[config.mk]
export PLATFORM = sky130hd
export DESIGN_NAME = led_breathe_pwm
export DESIGN_NICKNAME = d
export VERILOG_FILES = /design/src/rtl/led_breathe_pwm.sv
export SDC_FILE = /design/constraint.sdc
export NUM_CORES = 1
export LEC_CHECK = 0
export BUFFER_PORTS_ARGS = -buffer_cell sky130_fd_sc_hd__buf_2
export CAP_MARGIN = 20
export CORE_MARGIN = 3
export CORE_UTILIZATION = 47
export DETAILED_ROUTE_END_ITERATION = 8
export PLACE_DENSITY = 0.68
export SYNTH_ARGS = -nofsm -noshare
export SYNTH_HDL_FRONTEND = slang
export SYNTH_SLANG_ARGS = --single-unit
[constraint.sdc]
create_clock -name clk_12m -period 6.1 [get_ports clk_12m]
set_input_delay 0.61 -clock clk_12m [delete_from_list [all_inputs] [get_ports clk_12m]]
set_output_delay 0.61 -clock clk_12m [all_outputs]
set_load 0.01 [all_outputs]
[src/rtl/led_breathe_pwm.sv]
// Breathing-LED PWM driver: prescaler -> PWM counter -> ramp FSM sweeping duty 0->max->0.
// All outputs are registered; duty and phase change only on a PWM period wrap.
module led_breathe_pwm #(
   parameter int unsigned PWM_BITS     = 8,
   parameter int unsigned PRESCALE     = 46,
   parameter int unsigned STEP_DIV     = 4,
   parameter int unsigned HOLD_PERIODS = 64
) (
   input  logic                clk_12m,
   input  logic                rst_n,
   input  logic                en,
   output logic                led_out,
   output logic [PWM_BITS-1:0] duty,
   output logic [2:0]          phase,
   output logic                period_tick
);

   localparam int unsigned PRE_W = (PRESCALE == 0) ? 1 : $clog2(PRESCALE + 1);

   localparam logic [PRE_W-1:0]    PRE_TC     = PRE_W'(PRESCALE);
   localparam logic [PWM_BITS-1:0] DUTY_MAX   = '1;
   localparam logic [PWM_BITS-1:0] DUTY_ONE   = PWM_BITS'(1);
   localparam logic [PWM_BITS-1:0] DUTY_MAXM1 = DUTY_MAX - DUTY_ONE;
   localparam logic [7:0]          STEP_TC    = 8'(STEP_DIV - 1);
   localparam logic [15:0]         HOLD_TC    = 16'(HOLD_PERIODS - 1);

   typedef enum logic [2:0] {
      IDLE    = 3'd0,
      UP      = 3'd1,
      HOLD_HI = 3'd2,
      DOWN    = 3'd3,
      HOLD_LO = 3'd4
   } phase_e;

   phase_e              phase_q;
   logic [PRE_W-1:0]    pre_cnt_q;
   logic [PWM_BITS-1:0] pwm_cnt_q;
   logic [PWM_BITS-1:0] duty_q;
   logic [7:0]          step_cnt_q;
   logic [15:0]         hold_cnt_q;
   logic                led_q;
   logic                period_tick_q;

   logic tick;
   logic wrap;
   logic step_due;
   logic hold_due;

   assign tick     = (pre_cnt_q == PRE_TC);
   assign wrap     = tick && (pwm_cnt_q == DUTY_MAX);
   assign step_due = (step_cnt_q == STEP_TC);
   assign hold_due = (hold_cnt_q == HOLD_TC);

   // NOTE: every register here is state, so all assignments are non-blocking to avoid
   // order-dependent simulation races between the counters and the FSM.
   always_ff @(posedge clk_12m or negedge rst_n) begin
      if (!rst_n) begin
         phase_q       <= IDLE;
         pre_cnt_q     <= '0;
         pwm_cnt_q     <= '0;
         duty_q        <= '0;
         step_cnt_q    <= '0;
         hold_cnt_q    <= '0;
         led_q         <= 1'b0;
         period_tick_q <= 1'b0;
      end else if (!en || phase_q == IDLE) begin
         // Idle (or being forced idle) keeps every counter parked at zero so a
         // fresh enable always starts a clean period with duty 0.
         phase_q       <= en ? UP : IDLE;
         pre_cnt_q     <= '0;
         pwm_cnt_q     <= '0;
         duty_q        <= '0;
         step_cnt_q    <= '0;
         hold_cnt_q    <= '0;
         led_q         <= 1'b0;
         period_tick_q <= 1'b0;
      end else begin
         pre_cnt_q     <= tick ? '0 : pre_cnt_q + 1'b1;
         led_q         <= (pwm_cnt_q < duty_q);
         period_tick_q <= wrap;
         if (tick) begin
            pwm_cnt_q <= pwm_cnt_q + 1'b1;
         end
         if (wrap) begin
            unique case (phase_q)
               UP: begin
                  if (step_due) begin
                     step_cnt_q <= '0;
                     duty_q     <= duty_q + DUTY_ONE;
                     if (duty_q == DUTY_MAXM1) begin
                        phase_q    <= HOLD_HI;
                        hold_cnt_q <= '0;
                     end
                  end else begin
                     step_cnt_q <= step_cnt_q + 1'b1;
                  end
               end
               DOWN: begin
                  if (step_due) begin
                     step_cnt_q <= '0;
                     duty_q     <= duty_q - DUTY_ONE;
                     if (duty_q == DUTY_ONE) begin
                        phase_q    <= HOLD_LO;
                        hold_cnt_q <= '0;
                     end
                  end else begin
                     step_cnt_q <= step_cnt_q + 1'b1;
                  end
               end
               // Leaving a plateau counts as the first step of the next ramp, so the
               // bound value is not repeated for an extra period.
               HOLD_HI: begin
                  if (hold_due) begin
                     hold_cnt_q <= '0;
                     step_cnt_q <= '0;
                     duty_q     <= duty_q - DUTY_ONE;
                     phase_q    <= (duty_q == DUTY_ONE) ? HOLD_LO : DOWN;
                  end else begin
                     hold_cnt_q <= hold_cnt_q + 1'b1;
                  end
               end
               HOLD_LO: begin
                  if (hold_due) begin
                     hold_cnt_q <= '0;
                     step_cnt_q <= '0;
                     duty_q     <= duty_q + DUTY_ONE;
                     phase_q    <= (duty_q == DUTY_MAXM1) ? HOLD_HI : UP;
                  end else begin
                     hold_cnt_q <= hold_cnt_q + 1'b1;
                  end
               end
               default: phase_q <= IDLE;
            endcase
         end
      end
   end

   assign led_out     = led_q;
   assign duty        = duty_q;
   assign phase       = phase_q;
   assign period_tick = period_tick_q;

endmodule

==> results of run 1 <==
[per-stage QoR]
stage	worst slack [ns]	hold slack (ns)	area (um^2)	instances	total power [uW]
floorplan	3.68	0.314	3050	350	747
global placement	3.43	0.468	3170	427	847
detailed placement	3.33	0.472	3170	427	857
CTS	3.32	0.257	3280	435	1080
global route	3.18	0.271	3280	435	1160
finish	3.34	0.248	3280	435	1060
[logic make-up (layout without fill, tap and decap cells)]
group / after synthesis / count (layout) / synth area share
fa+ha+maj: 17 / 17 / 0.0692
buf+inv: 35 / 45 / 0.0475
xor+xnor: 13 / 13 / 0.0373
compound gates: 93 / 93 / 0.191
simple gates: 140 / 140 / 0.234
flops: 51 / 51 / 0.418
mux: 1 / 1 / 0.00369
[cell type report]
class	count	area [um^2]	area share
clock inverters	1	7.51	0.00229
flip-flops and latches	51	1280	0.390
multi-input cells	264	1630	0.498
inverters	19	71.3	0.0218
well taps	75	93.8	0.0286
repair buffers	18	97.6	0.0298
clock buffers	7	96.3	0.0294
[final timing paths]
kind	start	end	slack [ns]	depth (start not counted)
setup / recovery	duty[0]$_DFFE_PN0P_	hold_cnt_q[14]$_DFFE_PN0P_	3.34	8
setup reg to reg	duty[0]$_DFFE_PN0P_	hold_cnt_q[14]$_DFFE_PN0P_	3.34	8
hold / removal	rst_n	step_cnt_q[4]$_DFFE_PN0P_	0.25	1
hold reg to reg	step_cnt_q[7]$_DFFE_PN0P_	step_cnt_q[7]$_DFFE_PN0P_	0.49	1
min in group clk_12m	step_cnt_q[7]$_DFFE_PN0P_	step_cnt_q[7]$_DFFE_PN0P_	0.49	1
max in group asynchronous	rst_n	pwm_cnt_q[3]$_DFFE_PN0P_	5.10	2
[where the power goes]
part           internal (uW)  leakage, uW  switching [uW]  total (uW)
logic                    153     0.000691             254         407
clock network            103    0.0000505             112         215
registers                376     0.000705            65.5         441
total                    633      0.00145             431        1060
[state kept, by name, indices dropped and copies added, names as in the netlist]
signal,cells
hold_cnt_q,16
phase,3
duty,8
pwm_cnt_q,8
pre_cnt_q,6
period_tick,1
step_cnt_q,8
led_out,1
[per-layer routing]
metal  up-vias  global-route usage  wire, um
met5         -                   0         0
met4         0              0.0510        48
met3         4              0.0352       245
met2        40               0.291      3000
met1      1199               0.241      2980
li1       1290                   -         -
[layout by cell type, fill, tap and decap left out, types with 2 or more instances in the layout]
cell / n
ha_1: 16
o41ai_1: 3
nor4_1: 3
and2_1: 4
o21ai_0: 41
a41oi_1: 2
and4_1: 2
nand2_1: 25
dfrtp_1: 51
or2_2: 2
and3_1: 10
o22ai_1: 4
o31ai_1: 18
nand4_1: 5
nand3_1: 24
a31oi_1: 4
xor2_1: 9
nor2b_1: 3
a21boi_0: 2
buf_2: 15
clkbuf_8: 7
nor2_1: 37
xnor2_1: 4
or3_1: 3
nor3_1: 7
or4_1: 5
nand2b_1: 4
a21oi_1: 8
buf_4: 3
inv_1: 19
[worst max-delay path, stage by stage, from the launching register on]
cell,delay [ns]
dfrtp_1,0.46
inv_1,0.15
ha_1,0.16
nand4_1,0.09
or4_1,0.50
a21boi_1,0.15
a221o_2,0.51
nand2b_4,0.26
o41ai_1,0.36
==> results.txt, run 1 <==
The synthesized netlist occupies a cell area of 0.00305 mm^2. The setup skew after layout is 0.00950 ns. In the final layout, the share of cells above drive strength 1 is 0.0944. Clock tree synthesis inserted a total of 5 buffers. Port buffering added 15 buffers. The layout overhead on the synthesized area is 7.25%. The maximum root-to-sink buffer count is 2. The net count of the finished layout is around 380.

The total detailed-routing wirelength is 6.27 mm. The final number of max-transition violations was 0. The H-tree level count is 2. The required time at the worst-slack endpoint is 6.30 ns.

The max-slew headroom at the worst pin is 0.499. The number of gates resized after cts came out at 0. Entering global routing, the biggest net connects 31 pins. The violation count after the first detailed-routing iteration came out at 172. In the synthesized netlist the dominant register cell turns out to be dfrtp_1. For this block, the via count after detailed routing is between 2000 and 3000. The most instantiated library cell after synthesis is dfrtp_1.

At the pin with the least slew margin, the transition time is 0.746 ns. By area the synthesized netlist is led by dfrtp_1 (42%), o21ai_0 (6.9%), ha_1 (6.6%), nor2_1 (4.5%), o31ai_1 (4.4%). The first TritonRoute pass finished after 5 iterations.

The number of antenna violations at the first check in global routing came to 0. The floorplan step defined a core boundary enclosing 0.00610 mm^2. The die span in x came out at 86.6 um. Setup violations remaining at the end of the flow were counted as 0.

The setup fix buffers added after clock tree synthesis came out at 0. The number of global-route vias before repair is roughly 2300. Measured on the finished design, the core utilization comes to 0.537. The count of fill cells added during filler insertion came out at 560. The HPWL after detailed placement is 4.53 mm.

For this run the aggregate overflow at the end of global routing stands at 0. STA classifies the critical path startpoint as a flip-flop. The antenna diode instance count came out at 0. The cell count after synthesis came out at 350. Of all flip-flops after synthesis, the portion carrying an async set or reset was 1.00. Max-cap violations in this run came to 0.

The sequential area share after synthesis is 0.418. The clock latency on the worst-skew pair is 0.30 ns. The path class of the tightest hold or removal check is in2async. The biggest area contributor in the post-synthesis netlist is dfrtp_1. Yosys mapped the design onto ~50 distinct sky130hd cell types. The final critical delay including setup and external delays is around 2.8 ns. The fraction of the cycle the final worst path needs came out at 0.452.

The overall die area came out at roughly 0.0075 mm^2. The congestion estimate from routability-driven global placement came to between 0.8 and 0.9. The leakage power total is 0.00145 uW.

Data on the critical path arrives at its endpoint at slightly below 3 ns. The first global-routing pass estimated 10.9 mm of wire. The worst setup path is of the reg2reg kind.

The Yosys step of the flow raised 0 warnings. The floorplan step set the die height to 86.6 um. The setup TNS is 0 ns. Setup repair after global routing left no endpoint under its margin. The clock tree from TritonCTS is yes. The number of buffers added to fix hold violations after cts came out at 0.

The sink count of the clock tree is 51. For this design the top-level I/O count stands at 16. The all-layer global routing usage came out at 0.179. The power density of the placed cells is 325 mW/mm^2.

The remaining antenna violation count came out at 0. The average wire per standard cell is 14.4 um. The commonest cells after synthesis are dfrtp_1 (51), o21ai_0 (42), nor2_1 (37), nand2_1 (25), nand3_1 (24). The average cell area after synthesis is 8.73 um^2. The worst IR drop on VDD came out at 0.173 mV. The mean number of vias per cell came out at 5.82. The run finished with clean final reports. The maximum fanout along the worst path is 19. The clock transition at the registers of the reported paths came out at 0.10 ns.

Counting flops with a built-in enable in the synthesized netlist gives 0. In the routed design, unresolved DRC markers number 0. Based on the critical path, the design can be clocked at up to 362 MHz.

The worst setup path is captured at a flip-flop. The count of state elements after synthesis is 51. The number of hold-slack violations in the final timing report is 0.

For this configuration, the core starts out at a cell density of 0.501. Clock tree synthesis selected as its root buffer the cell clkbuf_8. Of the post-synthesis cell area, the dominant cell type holds 0.418. The floorplan has 28 rows. Synthesis produced a netlist with a net count of 369.
No activity file was read; power rests on OpenSTA's default activity.
==> inputs of run 2 (changes only) <==
- ABC_AREA: unset -> 1
- clock period: 6.1 -> 2.75 ns (I/O delays scaled with it)
==> run 2 against run 1 <==
Against the previous run:
- maximum frequency increased by 29%
- synthesized area increased by 18%
- clock power increased to 2.6 times the previous value
- global-route usage increased by 2.5 points
- non-clock buffer count increased by 2
- routed wire length increased by 29%
- sequential cell count unchanged
- critical endpoint is now step_cnt_q[1]$_DFFE_PN0P_
- power increased to 2.6 times the previous value
- worst hold slack improved by 0.11 ns
- first-iteration DRC count decreased by 45%
- worst setup slack got worse by 2.7 ns
- die area increased by 17%
==> results.txt, run 2 <==
The flow ran to the end, and the final reports show no timing, DRC or antenna violations. The fraction of the cycle the final worst path needs was 0.780 (+0.327). The cell family contributing the most delay on the critical path is simple AND/OR/NAND/NOR gates.

The reported max-cap violation count is 0 (unchanged). The multiplexer area fraction after synthesis is 0 (-0.00369). The library cells used most frequently in the layout, excluding fill and tap cells, are nand2_1 (185), nor2_1 (73), nand3_1 (56), dfrtp_1 (51), inv_1 (46). The remaining global-route overflow is 0 (unchanged). By instance count, the leading cell after synthesis is nand2_1. The highest attainable clock frequency was 466 MHz (+29%). The number of hold-slack violations in the final timing report is 0 (unchanged).

The total detailed-routing wirelength was 8.10 mm (+29%). The delay of the slowest cell on the worst path came out at 0.46 ns (-0.05 ns). The switching power as a share of total power is 0.460 (+0.0549). The average wire per standard cell was 12.3 um (-15%).

The maximum root-to-sink buffer count came out at 2 (unchanged). The commonest cells after synthesis are nand2_1 (185), nor2_1 (73), nand3_1 (56), dfrtp_1 (51), inv_1 (46). Among all flip-flop cells after synthesis, the most frequent one is dfrtp_1. The core utilization of the finished layout came out at 0.531 (-0.00595).

The number of distinct library cells after synthesis came out at 34 (-31%). The synthesized netlist cell count is 541 (+55%). The clock latency on the worst-skew pair is 0.31 ns (about the same). The mean number of vias per cell is 5.10 (-12%). The number of flops mapped to enable cells by yosys is 0 (unchanged). The switching power summed over all nets came out at 1260 uW (+190%). The clock transition at the registers of the reported paths is 0.10 ns (about the same). The most common library cell in the layout ignoring fill and taps is nand2_1. The flip-flop count of the largest register, all copies and words added is 16 (unchanged). The top-level I/O count came out at 16 (unchanged). The layout overhead on the synthesized area came out at 8.27%. The final setup violation count was 0 (unchanged). The sequential area share after synthesis was 0.353 (-0.0650). The remaining antenna violation count came to 0 (unchanged). The count of yosys warnings during synthesis is 0 (unchanged).

The portion of total power attributed to the clock network is 0.206 (+0.004). The count of input and output buffers came out at 15 (unchanged). STA classifies the critical path startpoint as a flip-flop.

The number of antenna violations at the first check in global routing is 0 (unchanged). The proportion of power drawn by combinational gates is 0.455 (+0.072). The setup fix buffers added after clock tree synthesis is 0 (unchanged). The detailed-routing iteration count for the pre-antenna-repair pass came out at 5 (unchanged). The worst hold slack across all endpoints was 0.353 ns (+0.105 ns). The maximum fanout along the worst path came out at 16 (-3). The overall die area came out at 0.00879 mm^2 (+17%). The simple-gate share of the synthesized area came out at 0.438 (+0.205). The number of global-route vias before repair came to 3198 (+37%). The power density of the placed cells was 699 mW/mm^2 (+120%).

The number of nets produced by synthesis is 560 (+52%). The final number of max-transition violations is 0 (unchanged). The final layout net count came out at 577 (+53%). Setup repair after global routing left no endpoint under its margin. The worst IR drop on VDD is 0.360 mV (+110%). The largest total area in the synthesized netlist belongs to dfrtp_1. The arrival time at the worst endpoint came to 2.38 ns (-0.58 ns). hold_cnt_q holds more flip-flops than any other register. The portion of synthesized cell area occupied by the leading cell type came out at 0.353 (-0.0650). The fraction of final layout cells with drive strength greater than 1 came to 0.0984 (+0.00395). The clock tree from TritonCTS is yes. The setup TNS came out at 0 ns (unchanged).

The global-route wire length before repair is 14.6 mm (+35%). The library cell used as clock root buffer is clkbuf_8. The worst hold path belongs to the class in2reg. The H-tree level count came out at 2 (unchanged). By area, the combinational part of the netlist is dominated by simple AND/OR/NAND/NOR gates. The endpoint type of the worst setup path is a flip-flop. The area fraction in compound gates after synthesis came to 0.0633 (-0.128). The vias after detailed routing is 3354 (+32%).

Traced cell by cell, the critical path runs through inv_2, nand2_1, nor2_1, nor2_2, buf_4, inv_2, nand3_2, nand3_2, nand2_1, o21ai_1. The final critical delay including setup and external delays came out at 2.14 ns (-0.615 ns). The sink count of the clock tree is 51 (unchanged). The die span in x is 93.7 um (+8.2%).

The leakage power total came out at 0.00194 uW (+34%). The part of the power in registers came out at 0.338 (-0.077). The share of the synthesized netlist area taken by xor and xnor gates came out at 0.0145 (-0.0228). The setup skew after layout came out at 0.00709 ns (-0.00241 ns). The fraction of the mapped netlist area in adder cells was 0.0553 (-0.0139).

The row count was 31 (+11%). The required time at the worst-slack endpoint came out at 2.98 ns (-3.32 ns). The post-DP HPWL came out at 5.97 mm (+32%). The share of async-settable or async-resettable flops after synthesis came out at 1.00 (unchanged). The remaining routing DRC violations came out at 0 (unchanged). The antenna diode instance count came out at 0 (unchanged).

The average cell area after synthesis was 6.69 um^2 (-23%). The all-layer global routing usage came out at 0.203 (+0.0246). The violation count after the first detailed-routing iteration was 95 (-45%). The transition at the pin with the smallest max-transition slack is 0.579 ns (-0.167 ns). The placer congestion estimate is 0.900 (+2.0%). The critical path buffer and inverter count is 3 (+2). The chip height came out at 93.7 um (+8.2%). The setup path with the least slack is of type reg2reg.

The internal portion of total power is 1480 uW (+130%). The post-synthesis cell area is 0.00362 mm^2 (+18%). The initial core utilization is 0.491 (-0.0102).

The count of state elements after synthesis is 51 (unchanged). In the post-synthesis netlist, the biggest area contributors are dfrtp_1 (35%), nand2_1 (19%), nand3_1 (7.7%), nor2_1 (7.6%), ha_1 (5.5%). The slowest stage of the critical path is the dfrtp_1 cell.

The max-slew headroom at the worst pin is 0.614 (+0.115). The number of clock buffers inserted by TritonCTS is 5 (unchanged). The core region area came to 0.00737 mm^2 (+21%).

The largest net degree at the start of global routing came out at 29 (-6.5%).
-- run 2: changes by cell type after synthesis, moves of 18 or more --
cell     before  now
o31ai_1      18    0
o21ai_0      42   11
nor2_1       37   73
inv_1        19   46
nand2_1      25  185
nand3_1      24   56
-- run 2: metrics by stage --
stage	power, uW	setup slack [ns]	cells	area [um^2]
after CTS	2770	0.596	658	3920
after detailed placement	2200	0.626	649	3780
final	2740	0.605	658	3920
after global routing	2980	0.371	658	3920
after global placement	2180	0.686	649	3780
after floorplan	1890	1.04	541	3620
-- run 2: logic make-up after synthesis --
kind of cell | Yosys count
simple gates | 360
buf+inv | 66
flops | 51
xor+xnor | 6
fa+ha+maj | 16
compound gates | 42
-- run 2: layout make-up --
class                   instances  area (um^2)
clock inverters                 2         38.8
well taps                      99          124
flip-flops and latches         51         1280
clock buffers                   6         82.6
fillers                       733         3450
inverters                      56          213
repair buffers                 20          115
multi-input cells             424         2070
-- run 2: power by group through the flow --
stage                     Sequential, uW  Combinational [uW]  Clock, uW
after global placement               935                1250          0
final                                925                1250        565
after CTS                            925                1260        586
after global routing                 939                1420        623
after floorplan                      940                 953          0
after detailed placement             939                1260          0
-- run 2: layer usage --
layer  vias up  part of all wire  GRT usage  wire length (um)
met5         -                 0          0                 0
met1      1530              0.47      0.261              3790
met3         8             0.034     0.0377               272
li1       1768                 -          -                 -
met2        48              0.49      0.348              3950
met4         0             0.012     0.0578                94
-- run 2: path summary, 6_finish.rpt --
kind                                   startpoint                    endpoint  slack [ns]  cells after the start
max in group asynchronous                   rst_n        phase[2]$_DFFE_PN0P_        1.49                      3
setup / recovery             phase[2]$_DFFE_PN0P_   step_cnt_q[1]$_DFFE_PN0P_        0.61                     10
hold reg to reg            pre_cnt_q[0]$_DFF_PN0_      pre_cnt_q[0]$_DFF_PN0_        0.50                      1
setup reg to reg             phase[2]$_DFFE_PN0P_   step_cnt_q[1]$_DFFE_PN0P_        0.61                     10
hold / removal                                 en        phase[2]$_DFFE_PN0P_        0.35                      5
min in group asynchronous                   rst_n  hold_cnt_q[12]$_DFFE_PN0P_        0.48                      2
-- run 2: repair_timing --
item,4_1_cts,5_1_grt
hold buffers,1,0
gates resized for setup,0,0
hold endpoints to repair,23,0
-- run 2: tightest hold or removal path, delay by kind of cell --
kind	cells	cell delay, ns
buffers and inverters	1	0.13
AOI/OAI and AO/OA	1	0.04
and+or+nand+nor	3	0.18
